$ cat config.mk
export PLATFORM = sky130hd
export DESIGN_NAME = fht_mem_arbiter
export DESIGN_NICKNAME = d
export VERILOG_FILES = /design/src/rtl/fht_pkg.sv /design/src/rtl/fht_arb_rd_pipe.sv /design/src/rtl/fht_mem_arbiter.sv
export SDC_FILE = /design/constraint.sdc
export NUM_CORES = 1
export LEC_CHECK = 0
export CAP_MARGIN = 20
export CORE_MARGIN = 2
export CORE_UTILIZATION = 41
export DETAILED_ROUTE_END_ITERATION = 8
export PLACE_DENSITY = 0.85
export SLEW_MARGIN = 40
export SYNTH_ARGS = -nofsm -noshare
export SYNTH_HDL_FRONTEND = slang
export SYNTH_SLANG_ARGS = --single-unit
$ cat constraint.sdc
create_clock -name iCLK -period 2.87 [get_ports iCLK]
set_input_delay 0.7175 -clock iCLK [delete_from_list [all_inputs] [get_ports iCLK]]
set_output_delay 0.7175 -clock iCLK [all_outputs]
set_load 0.05 [all_outputs]
$ cat src/rtl/fht_pkg.sv
// -----------------------------------------------------------------------------
// fht_pkg
// Shared definitions for the FHT memory subsystem:
//   - default address / sample widths of the bank RAMs
//   - bank count and bank-index width
//   - arbiter FSM state encoding
//   - RUN watchdog length and drain-window length helper
//   - one-hot bank decode helper
// -----------------------------------------------------------------------------
package fht_pkg;

    localparam int FHT_A_BIT          = 8;   // per-bank word address width
    localparam int FHT_D_BIT          = 16;  // sample width
    localparam int FHT_NUM_BANKS      = 4;
    localparam int FHT_BANK_BIT       = $clog2(FHT_NUM_BANKS);

    // Cycles after the start pulse within which RDY must drop, otherwise the
    // pass is considered already finished.
    localparam int FHT_TIMEOUT_CYCLES = 4;

    typedef enum logic [2:0] {
        ST_IDLE    = 3'd0,
        ST_HOST_WR = 3'd1,
        ST_HOST_RD = 3'd2,
        ST_START   = 3'd3,
        ST_RUN     = 3'd4,
        ST_DRAIN   = 3'd5
    } fht_arb_state_t;

    // Length of the window (in clocks) during which the banks stay with the
    // FHT after the end of a pass is detected, so the last writes issued
    // through a RAM with the given read latency can retire.
    function automatic int fht_drain_len(input int rd_lat);
        return rd_lat + 1;
    endfunction

    function automatic logic [FHT_NUM_BANKS-1:0] fht_bank_onehot(
        input logic [FHT_BANK_BIT-1:0] bank
    );
        logic [FHT_NUM_BANKS-1:0] oh;
        oh       = '0;
        oh[bank] = 1'b1;
        return oh;
    endfunction

endpackage

$ cat src/rtl/fht_arb_rd_pipe.sv
// -----------------------------------------------------------------------------
// fht_arb_rd_pipe
// RD_LAT-deep shift register that follows a host read through the bank RAM
// pipeline. A read issued in cycle t appears at the output in cycle t+RD_LAT,
// together with the bank it was addressed to, aligned with the RAM data.
//
// Ports:
//   clk       in   clock, rising edge
//   rst       in   asynchronous active-high reset; flushes in-flight reads
//   in_valid  in   read issued this cycle
//   in_bank   in   bank number of the issued read
//   out_valid out  read data is present on the bank outputs this cycle
//   out_bank  out  bank whose data must be selected
// -----------------------------------------------------------------------------
module fht_arb_rd_pipe
    import fht_pkg::*;
#(
    parameter int RD_LAT = 2
) (
    input  logic                    clk,
    input  logic                    rst,
    input  logic                    in_valid,
    input  logic [FHT_BANK_BIT-1:0] in_bank,
    output logic                    out_valid,
    output logic [FHT_BANK_BIT-1:0] out_bank
);

    generate
        for (genvar gi = 0; gi < RD_LAT; gi++) begin : g_stage
            logic                    valid_reg;
            logic [FHT_BANK_BIT-1:0] bank_reg;

            if (gi == 0) begin : g_first
                always_ff @(posedge clk or posedge rst) begin
                    if (rst) begin
                        valid_reg <= 1'b0;
                        bank_reg  <= '0;
                    end else begin
                        valid_reg <= in_valid;
                        bank_reg  <= in_bank;
                    end
                end
            end else begin : g_next
                always_ff @(posedge clk or posedge rst) begin
                    if (rst) begin
                        valid_reg <= 1'b0;
                        bank_reg  <= '0;
                    end else begin
                        valid_reg <= g_stage[gi-1].valid_reg;
                        bank_reg  <= g_stage[gi-1].bank_reg;
                    end
                end
            end
        end
    endgenerate

    assign out_valid = g_stage[RD_LAT-1].valid_reg;
    assign out_bank  = g_stage[RD_LAT-1].bank_reg;

endmodule

$ cat src/rtl/fht_mem_arbiter.sv
// -----------------------------------------------------------------------------
// fht_mem_arbiter
// Arbitrates the four FHT sample banks between the host and fht_control.
// The host gets single read/write accesses while idle; a run request hands
// the banks to the FHT until its pass completes (RDY falls then rises, or
// RDY never falls within the watchdog window) plus a short drain window.
//
// Optional feature (macro FHT_ARB_STAT_EN): oRUN_CYCLES, a saturating count
// of RUN/DRAIN cycles of the most recent pass.
//
// Parameters: A_BIT (word address width), D_BIT (sample width),
//             RD_LAT (bank RAM read latency, 1..3).
// Ports:
//   iCLK, iRESET          clock; asynchronous active-high reset
//   iHOST_REQ/WE/ADDR/DATA host request ({bank, word} address), held until
//                         granted
//   oHOST_GNT             one-cycle acceptance
//   oHOST_DATA/VALID      host read data, one-cycle valid
//   iRUN_REQ              pulse requesting one FHT pass
//   oSTART                start pulse to fht_control
//   iFHT_RDY              fht_control ready (low while transforming)
//   oBUSY                 FHT owns the banks
//   oHOST_SEL             bank mux select, 1 = host side
//   oHOST_WE_BANK         one-hot host write enable
//   oHOST_RAM_ADDR        host word address to the banks
//   oHOST_RAM_WDATA       host write data, aligned with oHOST_WE_BANK
//   iBANK_RDATA           read data of all banks, bank b at [b*D_BIT +: D_BIT]
//   oRUN_CYCLES           (FHT_ARB_STAT_EN only) pass length statistic
// -----------------------------------------------------------------------------
module fht_mem_arbiter
    import fht_pkg::*;
#(
    parameter int A_BIT  = FHT_A_BIT,
    parameter int D_BIT  = FHT_D_BIT,
    parameter int RD_LAT = 2
) (
    input  logic                            iCLK,
    input  logic                            iRESET,
    input  logic                            iHOST_REQ,
    input  logic                            iHOST_WE,
    input  logic [A_BIT+FHT_BANK_BIT-1:0]   iHOST_ADDR,
    input  logic [D_BIT-1:0]                iHOST_DATA,
    output logic                            oHOST_GNT,
    output logic [D_BIT-1:0]                oHOST_DATA,
    output logic                            oHOST_VALID,
    input  logic                            iRUN_REQ,
    output logic                            oSTART,
    input  logic                            iFHT_RDY,
    output logic                            oBUSY,
    output logic                            oHOST_SEL,
    output logic [FHT_NUM_BANKS-1:0]        oHOST_WE_BANK,
    output logic [A_BIT-1:0]                oHOST_RAM_ADDR,
    output logic [D_BIT-1:0]                oHOST_RAM_WDATA,
    input  logic [FHT_NUM_BANKS*D_BIT-1:0]  iBANK_RDATA
`ifdef FHT_ARB_STAT_EN
    ,
    output logic [15:0]                     oRUN_CYCLES
`endif
);

    // The drain window counts from the cycle in which the end of the pass is
    // detected (still in RUN), so the DRAIN state itself lasts one cycle
    // less. The counter runs down to zero, hence the "-2".
    localparam logic [1:0] DRAIN_LOAD   = 2'(fht_drain_len(RD_LAT) - 2);
    // RUN cycles that may see RDY still high before the watchdog fires;
    // DRAIN is then entered FHT_TIMEOUT_CYCLES after the start pulse.
    localparam logic [1:0] TIMEOUT_LAST = 2'(FHT_TIMEOUT_CYCLES - 2);

    fht_arb_state_t state_reg, state_next;
    logic [1:0]     cnt_reg, cnt_next;
    logic           seen_low_reg, seen_low_next;
    logic [FHT_BANK_BIT-1:0] bank_reg, bank_next;

    logic                     gnt_reg, gnt_next;
    logic                     start_reg, start_next;
    logic                     busy_reg, busy_next;
    logic                     sel_reg, sel_next;
    logic [FHT_NUM_BANKS-1:0] we_bank_reg, we_bank_next;
    logic [A_BIT-1:0]         addr_reg, addr_next;
    logic [D_BIT-1:0]         wdata_reg, wdata_next;
    logic                     valid_reg, valid_next;
    logic [D_BIT-1:0]         rdata_reg, rdata_next;

    logic [FHT_BANK_BIT-1:0]  host_bank;
    logic [A_BIT-1:0]         host_word;
    logic                     pipe_in_valid;
    logic                     pipe_out_valid;
    logic [FHT_BANK_BIT-1:0]  pipe_out_bank;
    logic [D_BIT-1:0]         bank_rdata [FHT_NUM_BANKS];

    assign host_bank = iHOST_ADDR[A_BIT +: FHT_BANK_BIT];
    assign host_word = iHOST_ADDR[A_BIT-1:0];

    generate
        for (genvar gi = 0; gi < FHT_NUM_BANKS; gi++) begin : g_bank_unpack
            assign bank_rdata[gi] = iBANK_RDATA[gi*D_BIT +: D_BIT];
        end
    endgenerate

    // A read enters the RAM pipeline in the granted cycle of HOST_RD.
    assign pipe_in_valid = (state_reg == ST_HOST_RD) && gnt_reg;

    fht_arb_rd_pipe #(
        .RD_LAT(RD_LAT)
    ) u_rd_pipe (
        .clk       (iCLK),
        .rst       (iRESET),
        .in_valid  (pipe_in_valid),
        .in_bank   (bank_reg),
        .out_valid (pipe_out_valid),
        .out_bank  (pipe_out_bank)
    );

    always_comb begin
        state_next    = state_reg;
        cnt_next      = cnt_reg;
        seen_low_next = seen_low_reg;
        bank_next     = bank_reg;
        gnt_next      = 1'b0;
        start_next    = 1'b0;
        busy_next     = busy_reg;
        sel_next      = sel_reg;
        we_bank_next  = '0;
        addr_next     = addr_reg;
        wdata_next    = wdata_reg;
        valid_next    = 1'b0;
        rdata_next    = rdata_reg;

        case (state_reg)
            ST_IDLE: begin
                if (iRUN_REQ) begin
                    state_next    = ST_START;
                    start_next    = 1'b1;
                    sel_next      = 1'b0;
                    busy_next     = 1'b1;
                    cnt_next      = '0;
                    seen_low_next = 1'b0;
                end else if (iHOST_REQ) begin
                    gnt_next  = 1'b1;
                    addr_next = host_word;
                    bank_next = host_bank;
                    if (iHOST_WE) begin
                        state_next   = ST_HOST_WR;
                        we_bank_next = fht_bank_onehot(host_bank);
                        wdata_next   = iHOST_DATA;
                    end else begin
                        state_next = ST_HOST_RD;
                    end
                end
            end

            ST_HOST_WR: begin
                state_next = ST_IDLE;
            end

            ST_HOST_RD: begin
                if (pipe_out_valid) begin
                    state_next = ST_IDLE;
                    valid_next = 1'b1;
                    rdata_next = bank_rdata[pipe_out_bank];
                end
            end

            ST_START: begin
                state_next = ST_RUN;
            end

            ST_RUN: begin
                if (!seen_low_reg) begin
                    if (!iFHT_RDY) begin
                        seen_low_next = 1'b1;
                    end else if (cnt_reg == TIMEOUT_LAST) begin
                        state_next = ST_DRAIN;
                        cnt_next   = DRAIN_LOAD;
                    end else begin
                        cnt_next = cnt_reg + 2'd1;
                    end
                end else if (iFHT_RDY) begin
                    state_next = ST_DRAIN;
                    cnt_next   = DRAIN_LOAD;
                end
            end

            ST_DRAIN: begin
                if (cnt_reg == 2'd0) begin
                    state_next = ST_IDLE;
                    sel_next   = 1'b1;
                    busy_next  = 1'b0;
                end else begin
                    cnt_next = cnt_reg - 2'd1;
                end
            end

            default: begin
                state_next = ST_IDLE;
                sel_next   = 1'b1;
                busy_next  = 1'b0;
            end
        endcase
    end

    always_ff @(posedge iCLK or posedge iRESET) begin
        if (iRESET) begin
            state_reg    <= ST_IDLE;
            cnt_reg      <= '0;
            seen_low_reg <= 1'b0;
            bank_reg     <= '0;
            gnt_reg      <= 1'b0;
            start_reg    <= 1'b0;
            busy_reg     <= 1'b0;
            sel_reg      <= 1'b1;
            we_bank_reg  <= '0;
            addr_reg     <= '0;
            wdata_reg    <= '0;
            valid_reg    <= 1'b0;
            rdata_reg    <= '0;
        end else begin
            state_reg    <= state_next;
            cnt_reg      <= cnt_next;
            seen_low_reg <= seen_low_next;
            bank_reg     <= bank_next;
            gnt_reg      <= gnt_next;
            start_reg    <= start_next;
            busy_reg     <= busy_next;
            sel_reg      <= sel_next;
            we_bank_reg  <= we_bank_next;
            addr_reg     <= addr_next;
            wdata_reg    <= wdata_next;
            valid_reg    <= valid_next;
            rdata_reg    <= rdata_next;
        end
    end

    assign oHOST_GNT       = gnt_reg;
    assign oSTART          = start_reg;
    assign oBUSY           = busy_reg;
    assign oHOST_SEL       = sel_reg;
    assign oHOST_WE_BANK   = we_bank_reg;
    assign oHOST_RAM_ADDR  = addr_reg;
    assign oHOST_RAM_WDATA = wdata_reg;
    assign oHOST_VALID     = valid_reg;
    assign oHOST_DATA      = rdata_reg;

`ifdef FHT_ARB_STAT_EN
    logic [15:0] run_cycles_reg;

    always_ff @(posedge iCLK or posedge iRESET) begin
        if (iRESET) begin
            run_cycles_reg <= '0;
        end else if (state_next == ST_START) begin
            run_cycles_reg <= '0;
        end else if ((state_reg == ST_RUN || state_reg == ST_DRAIN) &&
                     (run_cycles_reg != 16'hFFFF)) begin
            run_cycles_reg <= run_cycles_reg + 16'd1;
        end
    end

    assign oRUN_CYCLES = run_cycles_reg;
`endif

endmodule

---- Word-level counts from Yosys, hierarchy flattened ----
Index checks and enable logic that the tools add are counted.
operators by class
  add/subtract/negate cells ............... 2
  $mul .................................... 0
  divide/modulo/power cells ............... 0
  order comparisons ....................... 3
  eq/ne operators ......................... 13
  shift operators ......................... 0
  mux-type cells .......................... 42
  bitwise operators ....................... 3
  reduce and logical (&&, ||, !) cells .... 14
operators by type and width
  cell                count
  $bmux 16 s2         1
  $mux 16             2
  $mux 3              8
  $mux 4              4
  $pmux 3 s5          1
  $mux 1              14
  $mux 2              7
  $ne 2x2->1 const B  4
  $reduce_and 4->1    2
  $eq 3x2->1 const B  2
  $eq 3x3->1 const B  2
  $ne 3x3->1 const B  2
  $pmux 1 s3          2
  $pmux 2 s3          1
  $reduce_and 3->1    2
  $reduce_and 5->1    1
  $reduce_and 2->1    2
  $reduce_or 4->1     1
  $eq 3x1->1 const B  1
  $ge 3x3->1 const B  1
  $logic_not 3->1     1
  $lt 2x3->1 const B  1
  $not 2->3           1
  $reduce_bool 3->1   1
  11 further kinds    13
word-level totals
  bits in registers ....................... 63
  latch bits .............................. 0
  bits in writable memories ............... 0
  memory bits (read-only) ................. 0
  output and inout bits ................... 49
  word-level logic and storage cells ...... 94
  memories kept ........................... 0

---- Logic depth before layout (Yosys ltp) ----
Gate-level depths: netlist of run 1.
  word-level depth ........................ 8
  depth in mapped cells ................... 5
  gate-level depth less buffers ........... 5

---- Cells and area by module ----
A second synthesis of run 1 with hierarchy kept.
unflattened totals
  cells, all modules ...................... 192
  area total of the unflattened synthesis .. 2936.6 um^2
by module, submodules not included
  module           instances  cells each  area each (um^2)  sequential area each (um^2)
  fht_mem_arbiter  1          185         2782.7            1427.6
  fht_arb_rd_pipe  1          7           153.9             150.1

---- Worst setup path after synthesis of run 1 ----
Ideal clock, no wire load.
  kind .................................... input -> register
  start point ............................. input port iBANK_RDATA[27]
  end point ............................... register rdata_reg[11] (netlist: oHOST_DATA[11])
  arrival ................................. 1439 ps
  data required time ...................... 2745 ps
  setup slack ............................. 1306 ps
  stages .................................. 2
  cells stage by stage .................... mux4_1 mux2_2
between the ends
  longest elaborated chain between the ends .. 3
ends and longest elaborated chain
  what                                        line                    text
  start, declared                             fht_mem_arbiter.sv:54   input logic [FHT_NUM_BANKS*D_BIT-1:0] iBANK_RDATA
  $bmux 16 s2                                 fht_mem_arbiter.sv:160  rdata_next = bank_rdata[pipe_out_bank];
  $mux 16 (not written as such) (2 in a row)  fht_mem_arbiter.sv:160
  end signal, assigned                        fht_mem_arbiter.sv:230  rdata_reg <= rdata_next;
  end, declared                               fht_mem_arbiter.sv:82   logic [D_BIT-1:0] rdata_reg, rdata_next;
Every way passes these cells. The select of a mux whose other input is x is not followed.
A chain may end at the register's enable or synchronous reset.

---- Worst setup path in the final report of run 1 ----
  start point ............................. register sel_reg (netlist: oHOST_SEL)
  end point ............................... output port oHOST_SEL
RTL lines
  what                    line                    text
  start, declared         fht_mem_arbiter.sv:77   logic sel_reg, sel_next;
  start signal, assigned  fht_mem_arbiter.sv:225  sel_reg <= sel_next;
  end, declared           fht_mem_arbiter.sv:50   output logic oHOST_SEL,
No word-level cell between the ends.

==> out/qor.log, run 1 <==
INFO  sta            max_transition_margin=52.0%
INFO  synth          ys_seq_elements=63
INFO  sta            finalCritPeriodShare=83.4%
INFO  clock_tree     clkSlewWorstSetupHoldPaths=0.07ns
INFO  routing        drc=0
INFO  synth          synth_nets=289
INFO  clock_tree     post-cts-setup-buffers=0
INFO  setup_path     critPathBufInv=1
INFO  synth          post_synth_num_cell_types=36
INFO  routing        wl_per_cell=16.5um
INFO  synth          yosys.cell_count.top_type=sky130_fd_sc_hd__dfrtp_1
INFO  final_layout   post-route-util=67.5%
INFO  routing        detail_route.wirelength=7.24mm
INFO  sta            setup_repair_after_global_routing_missed_its_margin=no
INFO  clock_tree     numCtsBuffers=9
INFO  synth          syn_area_per_cell=15.6um^2
INFO  sta            slew_violations=0
INFO  setup_path     reg2reg_depth=3
INFO  setup_path     end_kind=output port
INFO  sta            fin_worst_skew=0.00682ns
INFO  clock_tree     cts.root.buffer_cell=sky130_fd_sc_hd__clkbuf_8
INFO  pwr            power_per_cell_area=1100mW/mm^2
INFO  synth          synth_enable_flop_cells=0
INFO  global_routing grt_max_degree=25
INFO  pwr            cellLeakagePower=2.05nW
INFO  setup_path     r2r_setup_slack=1.13ns
INFO  setup_path     crit_end=oHOST_SEL
INFO  setup_path     cp_data_required_time=2.15ns
INFO  sta            final_hold_viol_count=0
INFO  synth          netlist_instances=190
INFO  hold_path      hp-class=reg -> reg
INFO  setup_path     cpPeakStageDelay=0.81ns
INFO  setup_path     worstSetupPathType=reg -> out
INFO  sta            setup_viol=0
INFO  die            floorplan.die_area=0.00791mm^2
INFO  die            width_of_the_die=89.0um
INFO  final_layout   drive_above_1_share=22.7%
INFO  clock_tree     clockBufferDepth=2
INFO  sta            worst_slew_pin_slew=0.719ns
INFO  synth          largest_area_contributor_in_the_netlist=sky130_fd_sc_hd__dfrtp_1
INFO  setup_path     timing.critical_path.slowest_stage_cell=sky130_fd_sc_hd__clkdlybuf4s50_1
INFO  clock_tree     cts_tree=yes
INFO  setup_path     worst_r2r_startpoint=state_reg[1]$_DFFE_PP0P_
INFO  global_routing grt_pass1_vias=2146
INFO  die            top_level_ports=145
INFO  global_routing grt_remaining_overflow=0
INFO  routing        drtAntennaViolNets=0
INFO  setup_path     worst_ep_arrival_time=1.68ns
INFO  setup_path     crit_chain=clkdlybuf4s50_1
INFO  sta            setup_ws=0.477ns
INFO  synth          ys_top_cells_by_count=62 x sky130_fd_sc_hd__dfrtp_1, 26 x sky130_fd_sc_hd__mux2_4, 13 x sky130_fd_sc_hd__mux4_2
INFO  global_routing initial_antenna_violation_count=0
INFO  synth          netlist_area=0.00296mm^2
INFO  clock_tree     postCtsResizedCells=0
INFO  setup_path     critical_register_to_register_path_endpoint=bank_reg[1]$_DFFE_PP0P_
INFO  clock_tree     clkLatencyLatePin=0.32ns
INFO  synth          synth.yosys.warnings=0
INFO  die            row_count=30
INFO  routing        drt_first_iter_violations=61
INFO  global_routing grt_first_pass_wirelength=10.5mm
INFO  flow_run       maxCapViolations=0
INFO  setup_path     critical_path.max_fanout=3
INFO  placement      globalplace.congestion=0.756
INFO  placement      dpl_worst_slack=0.582ns
INFO  setup_path     timing.critical_path.depth=1
INFO  synth          ys_dominant_reg_cell=sky130_fd_sc_hd__dfrtp_1
INFO  global_routing grtUsageTotal=17.9%
INFO  synth          yosys-top-cells-area=sky130_fd_sc_hd__dfrtp_1 52%, sky130_fd_sc_hd__mux2_4 13%, sky130_fd_sc_hd__mux4_2 9.9%
INFO  die            core_area=0.00691mm^2
INFO  pwr            max-vdd-ir-drop=0.000756V
INFO  routing        drt_pass1_iterations=7
INFO  setup_path     critPathLaunchType=register
INFO  clock_tree     cts_htree_levels=3
INFO  final_layout   num_antenna_cells=0
INFO  setup_path     worst_path_dominant_cell_family=buffers and inverters
INFO  synth          ys_async_sr_fraction=100%
INFO  routing        routed-via-count=2177
INFO  final_layout   finish.net_count=438
INFO  synth          synth-seq-area-share=53.3%
INFO  sta            highest_clock_rate=418MHz
INFO  sta            finalCriticalPeriod=2.39ns
INFO  placement      place.detailed.hpwl=5.58mm
INFO  die            fp.dieH=89.0um
INFO  sta            fin_tns_setup=0ns
INFO  die            initial_core_util=42.8%
INFO  outcome        run_status=finished clean
INFO  placement      port_buffers=144
INFO  pwr            total_power=0.00514W
INFO  clock_tree     clock_sinks=63
INFO  final_layout   area_growth=57.6%
INFO  setup_path     cp-startpoint=oHOST_SEL$_DFFE_PP1P_
INFO  routing        routed_via_density=4.95
INFO  clock_tree     ctsHoldBuffers=0
INFO  synth          yosysTopAreaCellShare=52.4%
power breakdown:
group	internal (W)	leakage [nW]	switching [W]
Combinational	0.00124	1.15	0.00158
Sequential	0.00127	0.797	0.000298
Clock	0.000420	0.0981	0.000328
Total	0.00293	2.05	0.00221
cell type report:
type                            instances  area [um^2]
Fill cell                             524         2240
Sequential cell                        63         1580
Timing Repair Buffer                  149         1480
Multi-Input combinational cell        105         1250
Clock buffer                           10          138
Tap cell                               96          120
Clock inverter                          6         60.1
Inverter                               11         41.3
kinds of logic after synthesis:
kind of cell | share of synthesized area (%)
AND/OR/NAND/NOR | 5.88
AO/OA/AOI/OAI | 2.49
buffers and inverters | 4.52
multiplexers | 32.5
adder cells (fa/ha/maj) | 1.27
flip-flops | 53.3
worst min path at each step:
| stage | startpoint | end | slack, ns | cells after the start |
|---|---|---|---|---|
| floorplan | u_rd_pipe.g_stage[0].bank_reg[0]$_DFF_PP0_ | u_rd_pipe.out_bank[0]$_DFF_PP0_ | 0.33 | 0 |
| CTS | u_rd_pipe.g_stage[0].valid_reg$_DFF_PP0_ | u_rd_pipe.out_valid$_DFF_PP0_ | 0.36 | 0 |
| global route | u_rd_pipe.g_stage[0].bank_reg[1]$_DFF_PP0_ | u_rd_pipe.out_bank[1]$_DFF_PP0_ | 0.36 | 0 |
| finish | u_rd_pipe.g_stage[0].valid_reg$_DFF_PP0_ | u_rd_pipe.out_valid$_DFF_PP0_ | 0.35 | 0 |
| detailed placement | u_rd_pipe.g_stage[0].valid_reg$_DFF_PP0_ | u_rd_pipe.out_valid$_DFF_PP0_ | 0.34 | 0 |
| global placement | u_rd_pipe.g_stage[0].bank_reg[0]$_DFF_PP0_ | u_rd_pipe.out_bank[0]$_DFF_PP0_ | 0.33 | 0 |
metrics by stage:
step                cell area [um^2]  instances  hold slack [ns]
finish                          4660        440            0.353
global placement                4470        424            0.333
floorplan                       2960        190            0.331
detailed placement              4470        424            0.339
global route                    4660        440            0.359
CTS                             4660        440            0.358
routing by layer:
layer / vias to the layer above / GRT usage [%] / share of wire (%)
met1: 1069 / 21.2 / 39
met4: 0 / 6.51 / 0.94
li1: 986 / - / -
met2: 116 / 31.3 / 49
met5: - / 0 / 0
met3: 6 / 5.17 / 11
placed cells by master, fill, tap and decap left out, drive strengths merged, types with 3 or more instances in the layout:
cell,n
nor2b,4
buf,5
nand2,8
dfrtp,62
clkinv,3
mux4,16
nor3,7
a21oi,6
mux2,42
inv,11
clkbuf,10
clkdlybuf4s50,144
ha,3
Note: power is estimated with default switching activity, not from simulation.
==> inputs of run 2 (changes only) <==
--- a/config.mk
+++ b/config.mk
@@ -7,9 +7,9 @@
 export LEC_CHECK = 0
 export CAP_MARGIN = 20
 export CORE_MARGIN = 2
-export CORE_UTILIZATION = 41
+export CORE_UTILIZATION = 37
 export DETAILED_ROUTE_END_ITERATION = 8
-export PLACE_DENSITY = 0.85
+export PLACE_DENSITY = 0.81
 export SLEW_MARGIN = 40
 export SYNTH_ARGS = -nofsm -noshare
 export SYNTH_HDL_FRONTEND = slang
==> constraint.sdc (replaced) <==
create_clock -name iCLK -period 2.1 [get_ports iCLK]
set_input_delay 0.525 -clock iCLK [delete_from_list [all_inputs] [get_ports iCLK]]
set_output_delay 0.525 -clock iCLK [all_outputs]
set_load 0.05 [all_outputs]
==> run 2 against run 1 <==
  * Utilization decreased by 6.6 points
  * Final area rose by 0.99%
  * Critical endpoint is now oHOST_DATA[14]
  * Cell count is 2.0% higher
==> out/qor.log, run 2 (same netlist as run 1, synthesis figures left out) <==
INFO  setup_path     cpPeakStageDelay=0.83ns [+0.02 ns]
INFO  global_routing initial_antenna_violation_count=0 [unchanged]
INFO  pwr            power_per_cell_area=1490mW/mm^2 [+35%]
INFO  global_routing grtUsageTotal=16.7% [-1.2 points]
INFO  die            floorplan.die_area=0.00873mm^2 [+10%]
INFO  hold_path      hp-start=u_rd_pipe.g_stage[0].bank_reg[1]$_DFF_PP0_
INFO  sta            setup_repair_after_global_routing_missed_its_margin=no
INFO  die            fp.dieH=93.4um [+5.0%]
INFO  pwr            total_switching_power=0.00303W [+37%]
INFO  final_layout   area_growth=59.2%
INFO  final_layout   drive_above_1_share=24.5% [+1.8 points]
INFO  setup_path     cp_data_required_time=1.57ns [-0.58 ns]
INFO  setup_path     r2r_setup_slack=0.48ns [-0.65 ns]
INFO  die            top_level_ports=145 [unchanged]
INFO  hold_path      hp-class=reg -> reg
INFO  outcome        run_status=finished clean
INFO  routing        drtAntennaViolNets=0 [unchanged]
INFO  final_layout   finish.net_count=441 [+0.68%]
INFO  pwr            power.share.switching=43.1% [+0.13 points]
INFO  clock_tree     clockBufferDepth=2 [unchanged]
INFO  sta            worst_slew_pin_slew=0.534ns [-0.186 ns]
INFO  global_routing groute.layer.met1.usage=20.3% [-0.91 points]
INFO  pwr            max-vdd-ir-drop=0.000971V [+28%]
INFO  global_routing met2_usage=28.2% [-3.1 points]
INFO  placement      placedCellCount=433 [+2.1%]
INFO  placement      placed_area=0.00451mm^2 [+1.0%]
INFO  final_layout   post-route-util=60.9% [-6.6 points]
INFO  final_layout   leading_cell_types_in_the_layout_fill_and_taps_excluded=139 x sky130_fd_sc_hd__clkdlybuf4s50_1, 62 x sky130_fd_sc_hd__dfrtp_1, 26 x sky130_fd_sc_hd__mux2_4, 13 x sky130_fd_sc_hd__mux4_2, 12 x sky130_fd_sc_hd__mux2_2
INFO  routing        drc=0 [unchanged]
INFO  sta            finalCritPeriodShare=97.4%
INFO  placement      globalplace.congestion=0.796 [+5.2%]
INFO  pwr            power_frac_clock=14.7% [+0.2 points]
INFO  pwr            share_comb_of_total_power=56.2% [+1.3 points]
INFO  final_layout   num_antenna_cells=0 [unchanged]
INFO  sta            final_hold_viol_count=0 [unchanged]
INFO  sta            highest_clock_rate=489MHz
INFO  die            width_of_the_die=93.4um [+5.0%]
INFO  setup_path     worst_ep_arrival_time=1.52ns [-0.16 ns]
INFO  setup_path     timing.critical_path.slowest_stage_cell=sky130_fd_sc_hd__clkdlybuf4s50_1
INFO  routing        detail_route.wirelength=7.08mm [-2.2%]
INFO  clock_tree     post-cts-setup-buffers=0 [unchanged]
INFO  clock_tree     clock_sinks=63 [unchanged]
INFO  clock_tree     clkLatencyLatePin=0.33ns [about the same]
INFO  pwr            total_power=0.00704W [+37%]
INFO  flow_run       maxCapViolations=0 [unchanged]
INFO  hold_path      hold_end=u_rd_pipe.out_bank[1]$_DFF_PP0_
INFO  sta            finalCriticalPeriod=2.04ns
INFO  routing        drt_pass1_iterations=4 [-3]
INFO  sta            slew_violations=0 [unchanged]
INFO  sta            fin_worst_skew=0.00718ns [+0.000358 ns]
INFO  routing        routed-via-count=2168 [-0.41%]
INFO  hold_path      timing.hold.worst_path_depth=0 [unchanged]
INFO  global_routing busiest_layer=met2
INFO  global_routing grt_remaining_overflow=0 [unchanged]
INFO  pwr            power_report.internal_total=0.00401W [+36%]
INFO  routing        routed_via_density=4.83 [-2.4%]
INFO  setup_path     crit_chain=clkdlybuf4s50_1
INFO  sta            max_transition_margin=64.4% [+12 points]
INFO  routing        drt_first_iter_violations=94 [+54%]
INFO  pwr            cellLeakagePower=2.09nW [+1.9%]
INFO  final_layout   mostFrequentLayoutCell=sky130_fd_sc_hd__clkdlybuf4s50_1
INFO  clock_tree     cts_htree_levels=3 [unchanged]
INFO  setup_path     critical_path.max_fanout=2 [-1]
INFO  final_layout   fin_cells=449 [+2.0%]
INFO  setup_path     worst_path_dominant_cell_family=buffers and inverters
INFO  setup_path     worstSetupPathType=reg -> out
INFO  setup_path     critPathLaunchType=register
INFO  placement      place.detailed.hpwl=5.37mm [-3.9%]
INFO  die            core_area=0.00773mm^2 [+12%]
INFO  global_routing grt_first_pass_wirelength=11.2mm [+6.4%]
INFO  setup_path     critical_register_to_register_path_endpoint=oHOST_DATA[12]$_DFFE_PP0P_
INFO  die            initial_core_util=38.3% [-4.6 points]
INFO  placement      port_buffers=144 [unchanged]
INFO  setup_path     critPathBufInv=1 [unchanged]
INFO  clock_tree     cts_tree=yes
INFO  setup_path     reg2reg_depth=4 [+1]
INFO  global_routing globalRouteMet3Util=5.08% [-0.094 points]
INFO  global_routing grt_pass1_vias=2277 [+6.1%]
INFO  clock_tree     numCtsBuffers=9 [unchanged]
INFO  pwr            share_seq_of_total_power=29.1% [-1.4 points]
INFO  sta            setup_viol=0 [unchanged]
INFO  sta            fin_tns_setup=0ns [unchanged]
INFO  final_layout   fin_area=0.00471mm^2 [+0.99%]
INFO  setup_path     worst_r2r_startpoint=state_reg[2]$_DFFE_PP0P_
INFO  setup_path     end_kind=output port
INFO  routing        wl_per_cell=15.8um [-4.1%]
INFO  clock_tree     cts.root.buffer_cell=sky130_fd_sc_hd__clkbuf_8
INFO  die            row_count=32 [+6.7%]
INFO  clock_tree     clkSlewWorstSetupHoldPaths=0.07ns [about the same]
INFO  global_routing grt_max_degree=42 [+68%]
==> run 2: area by class of cell <==
class                      instances  area [um^2]
multi-input combinational        105         1250
sequential                        63         1580
clock buffer                       9          124
fill                             621         3020
inverter                          11         41.3
clock inverter                     7         72.6
tap                              102          128
timing repair buffer             152         1520
==> run 2: worst max path at each step <==
stage                                                from                        endpoint  slack, ns  depth (start not counted)
after floorplan                                    iRESET         bank_reg[0]$_DFFE_PP0P_      0.007                          1
after global placement                           iRUN_REQ  oHOST_RAM_WDATA[4]$_DFFE_PP0P_       0.13                          4
after detailed placement                         iRUN_REQ  oHOST_RAM_WDATA[4]$_DFFE_PP0P_       0.12                          4
after CTS                  oHOST_RAM_WDATA[7]$_DFFE_PP0P_              oHOST_RAM_WDATA[7]       0.01                          1
after global routing      oHOST_RAM_WDATA[15]$_DFFE_PP0P_             oHOST_RAM_WDATA[15]      0.009                          1
final                          oHOST_DATA[14]$_DFFE_PP0P_                  oHOST_DATA[14]       0.06                          1
==> run 2: timing repair <==
item                       CTS  global route
setup endpoints to repair    0             1
resized for setup            0             1
hold buffers                 0             0
==> run 2: metal layers <==
metal | routed length (um) | vias to the layer above
met1 | 2880 | 1066
li1 | - | 994
met3 | 610 | 9
met4 | 74 | 0
met2 | 3520 | 99
met5 | 0 | -
==> run 2: through the flow <==
step | hold slack (ns) | setup slack, ns
2_1_floorplan | 0.331 | 0.00691
3_3_place_gp | 0.332 | 0.126
3_5_place_dp | 0.335 | 0.116
4_1_cts | 0.351 | 0.0118
5_1_grt | 0.373 | 0.00905
6_report | 0.350 | 0.0554
==> run 2: power by group through the flow <==
stage | combinational (W) | clock [W] | sequential, W
6_report | 0.00395 | 0.00103 | 0.00205
5_1_grt | 0.00414 | 0.00113 | 0.00212
3_3_place_gp | 0.00393 | 0 | 0.00205
3_5_place_dp | 0.00398 | 0 | 0.00207
4_1_cts | 0.00400 | 0.00107 | 0.00205
2_1_floorplan | 0.00132 | 0 | 0.00348
